File: src/rtl/csa_accum.sv
// Carry-save multi-operand accumulator: one operand per cycle into redundant (S, C) form,
// then a segmented ripple resolve of S + C, one SEG_W slice per cycle, LSB first.
module csa_accum #(
   parameter int unsigned BW     = 8,
   parameter int unsigned ACC_W  = 16,
   parameter int unsigned SEG_W  = 4,
   parameter int unsigned CNT_W  = 8,
   parameter int unsigned SIGNED = 0
) (
   input  logic             clk,
   input  logic             rst_n,
   input  logic             in_valid,
   output logic             in_ready,
   input  logic [BW-1:0]    in_data,
   input  logic             in_last,
   output logic             out_valid,
   input  logic             out_ready,
   output logic [ACC_W-1:0] out_sum,
   output logic [CNT_W-1:0] out_count,
   output logic             out_cnt_ovf
);

   localparam int unsigned NSEG    = ACC_W / SEG_W;
   localparam int unsigned SegIdxW = (NSEG > 1) ? $clog2(NSEG) : 1;
   localparam logic [SegIdxW-1:0] LastSeg = SegIdxW'(NSEG - 1);

   typedef enum logic [1:0] {StAcc, StResolve, StDone} state_e;

   state_e             r_state;
   logic [ACC_W-1:0]   r_s;
   logic [ACC_W-1:0]   r_c;
   logic [ACC_W-1:0]   r_result;
   logic [CNT_W-1:0]   r_count;
   logic               r_ovf;
   logic [SegIdxW-1:0] r_seg;
   logic               r_cin;
   logic               r_in_ready;
   logic               r_out_valid;

   logic [ACC_W-1:0]   w_x;
   logic [ACC_W-1:0]   w_maj;
   logic [31:0]        w_base;
   logic [SEG_W:0]     w_seg_sum;
   logic               w_accept;

   always_comb begin
      if (SIGNED != 0) begin
         w_x = {{(ACC_W-BW){in_data[BW-1]}}, in_data};
      end else begin
         w_x = {{(ACC_W-BW){1'b0}}, in_data};
      end
      w_maj     = (r_s & r_c) | (r_s & w_x) | (r_c & w_x);
      w_base    = 32'(r_seg) * SEG_W;
      w_seg_sum = {1'b0, r_s[w_base +: SEG_W]} + {1'b0, r_c[w_base +: SEG_W]}
                + {{SEG_W{1'b0}}, r_cin};
      // in_ready is only ever high in StAcc, so it alone qualifies the accept
      w_accept  = in_valid & r_in_ready;
   end

   always_ff @(posedge clk or negedge rst_n) begin
      if (!rst_n) begin
         r_state     <= StAcc;
         r_s         <= '0;
         r_c         <= '0;
         r_result    <= '0;
         r_count     <= '0;
         r_ovf       <= 1'b0;
         r_seg       <= '0;
         r_cin       <= 1'b0;
         r_in_ready  <= 1'b0;
         r_out_valid <= 1'b0;
      end else begin
         unique case (r_state)
            StAcc: begin
               r_in_ready <= 1'b1;
               if (w_accept) begin
                  r_s <= r_s ^ r_c ^ w_x;
                  r_c <= {w_maj[ACC_W-2:0], 1'b0};
                  if (r_count == '1) begin
                     r_ovf <= 1'b1;
                  end else begin
                     r_count <= r_count + 1'b1;
                  end
                  if (in_last) begin
                     r_state    <= StResolve;
                     r_seg      <= '0;
                     r_cin      <= 1'b0;
                     r_in_ready <= 1'b0;
                  end
               end
            end
            StResolve: begin
               r_result[w_base +: SEG_W] <= w_seg_sum[SEG_W-1:0];
               r_cin                     <= w_seg_sum[SEG_W];
               if (r_seg == LastSeg) begin
                  r_state     <= StDone;
                  r_out_valid <= 1'b1;
               end else begin
                  r_seg <= r_seg + 1'b1;
               end
            end
            StDone: begin
               if (out_ready) begin
                  r_out_valid <= 1'b0;
                  r_s         <= '0;
                  r_c         <= '0;
                  r_count     <= '0;
                  r_ovf       <= 1'b0;
                  r_state     <= StAcc;
                  r_in_ready  <= 1'b1;
               end
            end
            default: r_state <= StAcc;
         endcase
      end
   end

   assign in_ready    = r_in_ready;
   assign out_valid   = r_out_valid;
   assign out_sum     = r_result;
   assign out_count   = r_count;
   assign out_cnt_ovf = r_ovf;

endmodule

File: config.mk
export PLATFORM = sky130hd
export DESIGN_NAME = csa_accum
export DESIGN_NICKNAME = d
export VERILOG_FILES = /design/src/rtl/csa_accum.sv
export SDC_FILE = /design/constraint.sdc
export NUM_CORES = 1
export LEC_CHECK = 0
export BUFFER_PORTS_ARGS = -buffer_cell sky130_fd_sc_hd__buf_2
export CAP_MARGIN = 0
export CELL_PAD_IN_SITES_DETAIL_PLACEMENT = 1
export CELL_PAD_IN_SITES_GLOBAL_PLACEMENT = 2
export CORE_MARGIN = 3
export CORE_UTILIZATION = 40
export DETAILED_ROUTE_END_ITERATION = 10
export GPL_ROUTABILITY_DRIVEN = 0
export PLACE_DENSITY = 0.85
export SLEW_MARGIN = 25
export SYNTH_ARGS = -nofsm -noshare
export SYNTH_HDL_FRONTEND = slang
export SYNTH_SLANG_ARGS = --single-unit
File: constraint.sdc
create_clock -name clk -period 4.7 [get_ports clk]
set_input_delay 0.705 -clock clk [delete_from_list [all_inputs] [get_ports clk]]
set_output_delay 0.705 -clock clk [all_outputs]
set_load 0.005 [all_outputs]
==> run metrics, run 1 <==
outcome=completed; worst-path cell chain=mux4_2 -> fa_1 -> fa_1 -> xor2_1 -> a22o_1; Worst setup SP type=flip-flop; total power=2457 µW; crit share post-route=60.99%; Synth Register Bits=63; global-route layer with the greatest usage=met2; first-pass GRT wire length=13540 µm; Net Sw Frac=39.89%; FMAX=0.3489 GHz; CTS Buf Count=9; Reg clk slew, reported paths=0.08 ns; Net Count, Synth=349; DIE WIDTH=96.44 µm; Static Leakage=0.001928 µW; Clk Latency, worst-skew pair=0.34 ns; reg2reg path depth=5; Rel. slew slack=50.65%; crit-path most repeated cell=fa_1; CP delay by family, top=adder cells; Congestion Overflow GR=0; Initial DRC Count=75; cell row count=32; via count=2535; Combinational Power Share=37.8%; Seq/Total Area, Yosys=48.18%; Synth Cell Area=3272 µm²; Fin Clk Skew=0.007281 ns; CP arrival=3.14 ns; largest net degree at the start of global routing=40; Synth Area per Inst=10.59 µm²; most frequent cells in the layout=76 x nand2_1, 63 x dfrtp_1, 39 x buf_2; M3 GR Usage=2.789%; Resize count post-CTS=0; clock share of power=23.9%; Reg-to-Reg End=out_sum[10]; layout cells sized above 1=20.11%; Final #Nets=388; CTS tree=built; critical path required time=4.98 ns; fin. max-slew vios=0; buffer type at the clock tree root=clkbuf_8; Final Hold Fails=0; Critical Path Max Stage Delay=0.82 ns; RSZ-0062 raised after global routing=false; Synth cell types=38; CTS sink count=63; chip height=96.44 µm; met2 GRT Util=31.55%; minimum clock period=2.866 ns; Initial Utilization=41.69%; # diodes=0; flop2flop setup slack=1.83 ns; commonest non-fill, non-tap cell in the layout=nand2_1; WHS=0.3403 ns; Detail Route Antenna Nets=0; total setup buffers inserted after CTS=0; total track usage=19.05%; Bufs and invs on worst path=0; Max Buffers Root-to-Sink=2; Int Power=1477 µW; peak supply drop=217.3 µV; CP Class=reg -> reg; P per Cell Area=645.5 nW/µm²; CP endpoint kind=flip-flop; WL/cell=17.64 µm; Synth warnings=0; Final TNS setup=0 ns; port bufs=39; DRT Pass-1 Iters=4; Core Area=7848 µm²; Remaining DRCs=0; boundary pin count=40; power share of the sequential group=38.3%; area grow syn2layout=16.33%; final WL=8025 µm; type of the worst min-delay path=in -> async; die footprint=9301 µm²; top cell type's share of synthesized area=48.18%; area leader, netlist=dfrtp_1; post-DP HPWL=5498 µm; setup violators final=0; switching power=980.1 µW; cell count after synthesis=309; Vias per Instance=5.571; measured slew at the worst slew-check pin=0.7403 ns; vias in the first global route=2633; H-tree levels=3; Critical Path Fanout Max=15; antenna violations before repair=0; Max Cap Viol=0; ranking of synthesized cells by area=dfrtp_1 48%, nand2_1 8.7%, ha_1 6.9%; GRT met1 Usage=25.82%; reg2reg start=r_seg[0]; # hold bufs at CTS=0; crit path max-delay cell type=dfrtp_1
registers in the layout (all words and copies together) (netlist names), 2 cells and up:
name	cells
out_count	8
out_sum	16
r_c	15
r_s	16
r_seg	2
r_state	2
kinds of logic (layout without fill, tap and decap cells):
logic type	Yosys count	after routing	share of synthesized area, %
buffers and inverters	19	63	2.524
AO/OA/AOI/OAI	57	57	11.97
adder cells (fa/ha/maj)	27	27	12.39
flip-flops	63	63	48.18
AND/OR/NAND/NOR	132	132	19.01
XOR/XNOR	3	3	0.8032
multiplexers	8	8	5.124
power by group through the flow:
| stage | clock (µW) | combinational [µW] | sequential, µW |
|---|---|---|---|
| 2_1_floorplan | 0 | 690 | 861 |
| 3_3_place_gp | 0 | 908 | 948 |
| 3_5_place_dp | 0 | 943 | 955 |
| 4_1_cts | 594 | 952 | 947 |
| 5_1_grt | 620 | 1070 | 978 |
| 6_report | 587 | 929 | 941 |
synthesized netlist by cell type:
library cell / n
o41ai_1: 1
nor4_1: 1
clkbuf_1: 7
o31ai_1: 3
a22oi_1: 2
nor2b_1: 4
nand2b_1: 1
or4_1: 1
o32a_1: 1
nor4_2: 1
and2b_1: 1
o21ai_0: 15
a21oi_1: 9
mux4_2: 7
a21o_1: 1
fa_1: 9
inv_1: 4
buf_2: 6
or3_1: 1
a31oi_1: 4
dfrtp_1: 63
xor2_1: 2
a41oi_1: 4
nor3b_1: 1
nor2_1: 6
a22o_1: 16
and4bb_1: 1
nand4_1: 1
o21a_1: 1
buf_1: 1
xnor2_1: 1
mux2i_1: 1
ha_1: 18
nand3_1: 33
and3_1: 1
nand2_1: 76
buf_4: 1
nor4b_2: 3
worst max path at each step:
stage / end / cells past startpoint / slack (ns) / start
final: out_sum[10] / 5 / 1.83 / r_seg[0]
after global routing: r_cin / 7 / 1.61 / r_seg[0]
after CTS: out_sum[10] / 5 / 1.80 / r_seg[0]
after detailed placement: out_sum[2] / 5 / 1.80 / r_seg[0]
after global placement: out_sum[14] / 5 / 1.89 / r_seg[0]
after floorplan: out_sum[10] / 6 / 2.12 / r_seg[0]
final cells by class:
cell class	count	area, µm²
inverter	4	15.01
sequential	63	1577
multi-input combinational	227	1617
clock inverter	7	121.4
timing repair buffer	43	225.2
clock buffer	9	123.9
fill	898	4041
tap	102	127.6
per-stage QoR:
step / instances / setup WS (ns) / area (µm²) / utilization, %
after CTS: 455 / 1.798 / 3806 / 48.50
after global routing: 455 / 1.607 / 3806 / 48.50
after floorplan: 309 / 2.119 / 3272 / -
after global placement: 439 / 1.892 / 3561 / 45.38
final: 455 / 1.834 / 3806 / 48.50
after detailed placement: 439 / 1.803 / 3561 / 45.38
routing by layer:
| metal | share of wire (%) | up-vias |
|---|---|---|
| li1 | - | 1181 |
| met1 | 48 | 1307 |
| met2 | 49 | 36 |
| met3 | 2.4 | 11 |
| met4 | 1.3 | 0 |
| met5 | 0 | - |
No activity file was read; power rests on OpenSTA's default activity.
==> run 2, diff against run 1 <==
--- a/config.mk
+++ b/config.mk
@@ -10,10 +10,10 @@
 export CELL_PAD_IN_SITES_DETAIL_PLACEMENT = 1
 export CELL_PAD_IN_SITES_GLOBAL_PLACEMENT = 2
 export CORE_MARGIN = 3
-export CORE_UTILIZATION = 40
+export CORE_UTILIZATION = 34
 export DETAILED_ROUTE_END_ITERATION = 10
 export GPL_ROUTABILITY_DRIVEN = 0
-export PLACE_DENSITY = 0.85
+export PLACE_DENSITY = 0.77
 export SLEW_MARGIN = 25
 export SYNTH_ARGS = -nofsm -noshare
 export SYNTH_HDL_FRONTEND = slang
==> constraint.sdc (replaced) <==
create_clock -name clk -period 2.5 [get_ports clk]
set_input_delay 0.375 -clock clk [delete_from_list [all_inputs] [get_ports clk]]
set_output_delay 0.375 -clock clk [all_outputs]
set_load 0.005 [all_outputs]
==> run metrics, run 2 (same netlist as run 1, synthesis figures left out) <==
port bufs=39 (unchanged); # diodes=0 (unchanged); FMAX=0.4263 GHz (was 0.3489 GHz); H-tree levels=3 (unchanged); Worst setup SP type=flip-flop (unchanged); Max Buffers Root-to-Sink=2 (unchanged); area grow syn2layout=20.08% (was 16.33%); die footprint=10840 µm² (was 9301 µm²); CP Class=reg -> reg (unchanged); peak supply drop=399.2 µV (was 217.3 µV); CP arrival=2.57 ns (was 3.14 ns); critical path required time=2.73 ns (was 4.98 ns); Initial DRC Count=111 (was 75); Vias per Instance=5.240 (was 5.571); DRT Pass-1 Iters=4 (unchanged); CP endpoint kind=flip-flop (unchanged); WHS=0.2812 ns (was 0.3403 ns); cell row count=35 (was 32); most frequent cells in the layout=76 x nand2_1, 63 x dfrtp_1, 39 x buf_2 (unchanged); layout cells sized above 1=23.20% (was 20.11%); area taken by multi-input logic gates=1638 µm² (was 1617 µm²); vias in the first global route=2796 (was 2633); setup violators final=0 (unchanged); first-pass GRT wire length=14570 µm (was 13540 µm); FF/Latch Area=1577 µm² (unchanged); measured slew at the worst slew-check pin=0.5131 ns (was 0.7403 ns); minimum clock period=2.346 ns (was 2.866 ns); buffer type at the clock tree root=clkbuf_8 (unchanged); DIE WIDTH=104.1 µm (was 96.44 µm); CTS Buf Count=9 (unchanged); Final TNS setup=0 ns (unchanged); commonest non-fill, non-tap cell in the layout=nand2_1 (unchanged); Critical Path Fanout Max=4 (was 15); boundary pin count=40 (unchanged); CTS sink count=63 (unchanged); P per Cell Area=1198 nW/µm² (was 645.5 nW/µm²); via count=2573 (was 2535); Congestion Overflow GR=0 (unchanged); type of the worst min-delay path=in -> reg (was in -> async); antenna violations before repair=0 (unchanged); Fin Clk Skew=0.01182 ns (was 0.007281 ns); crit path max-delay cell type=mux4_2 (was dfrtp_1); chip height=104.1 µm (was 96.44 µm); Detail Route Antenna Nets=0 (unchanged); Final #Nets=397 (was 388); Core Area=9284 µm² (was 7848 µm²); Rel. slew slack=65.79% (was 50.65%); fill cell count=1070 (was 898); Clk Latency, worst-skew pair=0.35 ns (was 0.34 ns); Max Cap Viol=0 (unchanged); crit share post-route=93.83% (was 60.99%); min-delay src=in_last; Reg clk slew, reported paths=0.08 ns (about the same); worst-path cell chain=mux4_2 -> fa_1 -> fa_2 -> xor2_2 -> a22o_1 (was mux4_2 -> fa_1 -> fa_1 -> xor2_1 -> a22o_1); Worst Setup SP=r_seg[0] (unchanged); Critical Path Max Stage Delay=0.55 ns (was 0.82 ns); WL/cell=17.11 µm (was 17.64 µm); CP delay by family, top=adder cells (unchanged); fin. max-slew vios=0 (unchanged); CTS tree=built (unchanged); reg2reg start=r_seg[0] (unchanged); total track usage=16.69% (was 19.05%); Remaining DRCs=0 (unchanged); Final Hold Fails=0 (unchanged); RSZ-0062 raised after global routing=false (unchanged); Initial Utilization=35.24% (was 41.69%); Bufs and invs on worst path=0 (unchanged); post-DP HPWL=6017 µm (was 5498 µm); largest net degree at the start of global routing=38 (was 40); final WL=8399 µm (was 8025 µm); Static Leakage=0.001978 µW (was 0.001928 µW); outcome=completed (unchanged)
## run 2: where the power goes
part	internal, µW	switching (µW)
Sequential	1350	354
Clock	614	413
Combinational	857	1120
## run 2: final cells by class
class	instances	area share [%]
Sequential cell	63	40.13
Multi-Input combinational cell	227	41.69
Tap cell	129	4.108
Clock inverter	5	2.038
Timing Repair Buffer	52	7.707
Inverter	4	0.4777
Clock buffer	11	3.853
## run 2: path summary, 6_finish.rpt
| check | to | slack [ns] | cells past startpoint |
|---|---|---|---|
| worst max-delay path | out_sum[10] | 0.15 | 5 |
| worst min-delay path | in_ready | 0.28 | 2 |
| worst max register to register | out_sum[10] | 0.15 | 5 |
| worst min register to register | out_valid | 0.50 | 2 |
| max in group asynchronous | r_c[1] | 1.27 | 3 |
| min in group asynchronous | out_count[7] | 0.53 | 2 |
## run 2: stage by stage
step                      cell area (µm²)  setup WS, ns  total power (µW)  std cells  util (%)
after floorplan                      3278       0.03236              2927        309         -
after global placement               3647        0.1291              3547        473     39.29
after detailed placement             3647      0.001542              3634        473     39.29
after CTS                            3896       0.02020              4711        490     41.97
after global routing                 3929     0.0007645              5100        491     42.32
final                                3929        0.1542              4706        491     42.32
## run 2: what timing repair did
action | 4_1_cts | 5_1_grt
setup buffers | 0 | 1
cloned | 0 | 0
hold buffers | 1 | 0
gates resized for setup | 1 | 6
hold endpoints to repair | 8 | 0
endpoints found under the setup margin | 2 | 9
## run 2: per-layer routing
metal / vias to the layer above / track usage, % / wire length [µm]
met5: - / 0 / 0
met4: 0 / 4.843 / 110
met3: 8 / 4.531 / 307
met2: 48 / 26.04 / 4036
met1: 1318 / 22.87 / 3945
li1: 1199 / - / -
==> run 3, diff against run 2 <==
--- a/config.mk
+++ b/config.mk
@@ -13,8 +13,8 @@
 export CORE_UTILIZATION = 34
 export DETAILED_ROUTE_END_ITERATION = 10
 export GPL_ROUTABILITY_DRIVEN = 0
-export PLACE_DENSITY = 0.77
-export SLEW_MARGIN = 25
+export PLACE_DENSITY_LB_ADDON = 0.12
+export SETUP_SLACK_MARGIN = 0.3
 export SYNTH_ARGS = -nofsm -noshare
 export SYNTH_HDL_FRONTEND = slang
 export SYNTH_SLANG_ARGS = --single-unit
==> run metrics, run 3 (same netlist as run 1, synthesis figures left out) <==
outcome=completed (unchanged); Net Sw Frac=39.38% (was 40.10%); total track usage=16.70% (was 16.69%); DIE WIDTH=104.1 µm (unchanged); Congestion Overflow GR=0 (unchanged); layout cells sized above 1=26.36% (was 23.20%); power share of the sequential group=34.5% (was 36.2%); area taken by multi-input logic gates=1680 µm² (was 1638 µm²); Max Cap Viol=0 (unchanged); area grow syn2layout=23.29% (was 20.08%); cell area after layout=4034 µm² (was 3929 µm²); Combinational Power Share=43.3% (was 42.0%); clock share of power=22.2% (was 21.8%); Fin Clk Skew=0.008877 ns (was 0.01182 ns); RSZ-0062 raised after global routing=true (was false); vias in the first global route=2669 (was 2796); Remaining DRCs=0 (unchanged); cell row count=35 (unchanged); WL/cell=17.32 µm (was 17.11 µm); CTS Buf Count=9 (unchanged); boundary pin count=40 (unchanged); CP arrival=2.49 ns (was 2.57 ns); Worst setup SP type=flip-flop (unchanged); largest net degree at the start of global routing=38 (unchanged); H-tree levels=3 (unchanged); type of the worst min-delay path=in -> async (was in -> reg); commonest non-fill, non-tap cell in the layout=nand2_1 (unchanged); Initial Utilization=35.24% (unchanged); Final Hold Fails=0 (unchanged); Vias per Instance=5.145 (was 5.240); Initial DRC Count=80 (was 111); Core Area=9284 µm² (unchanged); # hold bufs at CTS=0 (was 1); CP Class=reg -> reg (unchanged); Final #Nets=403 (was 397); DRT Pass-1 Iters=4 (unchanged); port bufs=39 (unchanged); Final TNS setup=0 ns (unchanged); CTS tree=built (unchanged); buffer type at the clock tree root=clkbuf_8 (unchanged); FF/Latch Area=1579 µm² (was 1577 µm²); Reg clk slew, reported paths=0.08 ns (about the same); setup violators final=0 (unchanged); post-DP HPWL=6037 µm (was 6017 µm); fin. max-slew vios=0 (unchanged); most frequent cells in the layout=76 x nand2_1, 61 x dfrtp_1, 39 x buf_2 (was 76 x nand2_1, 63 x dfrtp_1, 39 x buf_2); first-pass GRT wire length=14360 µm (was 14570 µm); Static Leakage=0.002013 µW (was 0.001978 µW); antenna violations before repair=0 (unchanged); switching power=1956 µW (was 1887 µW); Int Power=3011 µW (was 2819 µW); crit share post-route=90.23% (was 93.83%); final WL=8609 µm (was 8399 µm); peak supply drop=417.7 µV (was 399.2 µV); FMAX=0.4433 GHz (was 0.4263 GHz); # diodes=0 (unchanged); reg2reg path depth=5 (unchanged); Post-DP Area=3675 µm² (was 3647 µm²); Detail Route Antenna Nets=0 (unchanged); via count=2557 (was 2573); CTS sink count=63 (unchanged); Max Buffers Root-to-Sink=2 (unchanged); Clk Latency, worst-skew pair=0.35 ns (about the same); critical path required time=2.73 ns (about the same); minimum clock period=2.256 ns (was 2.346 ns); P per Cell Area=1231 nW/µm² (was 1198 nW/µm²); measured slew at the worst slew-check pin=0.8547 ns (was 0.5131 ns); Rel. slew slack=43.02% (was 65.79%); fill cell count=1053 (was 1070); CP endpoint kind=flip-flop (unchanged); Critical Path Fanout Max=4 (unchanged); chip height=104.1 µm (unchanged); die footprint=10840 µm² (unchanged)
## run 3: cell types whose count changed in the layout (fill, tap and decap cells not counted), moves of 2 or more
cell	previous run	this run
ha_4	0	2
dfrtp_2	0	2
buf_4	11	17
ha_1	18	16
dfrtp_1	63	61
## run 3: critical path, stage by stage (launching register included)
cell     delay, ns
dfrtp_2       0.42
mux4_2        0.55
fa_2          0.39
fa_2          0.41
xor2_4        0.19
a22o_1        0.19
## run 3: layer usage
| metal | up-vias | global-route usage (%) | part of all wire (%) |
|---|---|---|---|
| met3 | 7 | 4.469 | 3.6 |
| met5 | - | 0 | 0 |
| met2 | 43 | 26.04 | 47 |
| met4 | 0 | 3.989 | 0.94 |
| li1 | 1214 | - | - |
| met1 | 1293 | 23.25 | 49 |
## run 3: power by group through the flow
stage	Combinational (µW)	Sequential, µW	Clock (µW)
after global placement	1890	1740	0
after global routing	2420	1780	1180
after CTS	2030	1720	1140
final	2150	1720	1100
after detailed placement	1940	1740	0
after floorplan	1320	1620	0
## run 3: worst paths after layout
| check | to | from | slack (ns) |
|---|---|---|---|
| setup / recovery | out_sum[2] | r_seg[0] | 0.24 |
| hold / removal | out_count[6] | rst_n | 0.13 |
| setup reg to reg | out_sum[2] | r_seg[0] | 0.24 |
| hold reg to reg | out_valid | out_valid | 0.50 |
| max in group asynchronous | r_seg[0] | rst_n | 1.69 |
| min in group clk | in_ready | in_last | 0.27 |
## run 3: what timing repair did
action | 4_1_cts | 5_1_grt
buffers inserted | 2 | 3
pin swaps | 3 | 13
endpoints found under the setup margin | 13 | 13
resized for setup | 5 | 10
hold endpoints to repair | 0 | 0
## run 3: cell type report
type,count,share of cell area [%]
clock buffers,10,3.412
inverters,4,0.4653
flip-flops and latches,63,39.14
clock inverters,6,2.667
well taps,129,4.001
repair buffers,58,8.654
multi-input cells,227,41.66
## run 3: through the flow
step | hold slack, ns | utilization, % | setup slack [ns] | std cells | power (µW)
floorplan | 0.07941 | - | 0.1350 | 309 | 2941
global placement | 0.4719 | 39.58 | 0.1516 | 476 | 3632
detailed placement | 0.4870 | 39.58 | 0.05691 | 476 | 3684
finish | 0.1324 | 43.45 | 0.2443 | 497 | 4966
CTS | 0.1561 | 42.61 | 0.2259 | 494 | 4890
global route | 0.2002 | 43.45 | 0.1530 | 497 | 5380
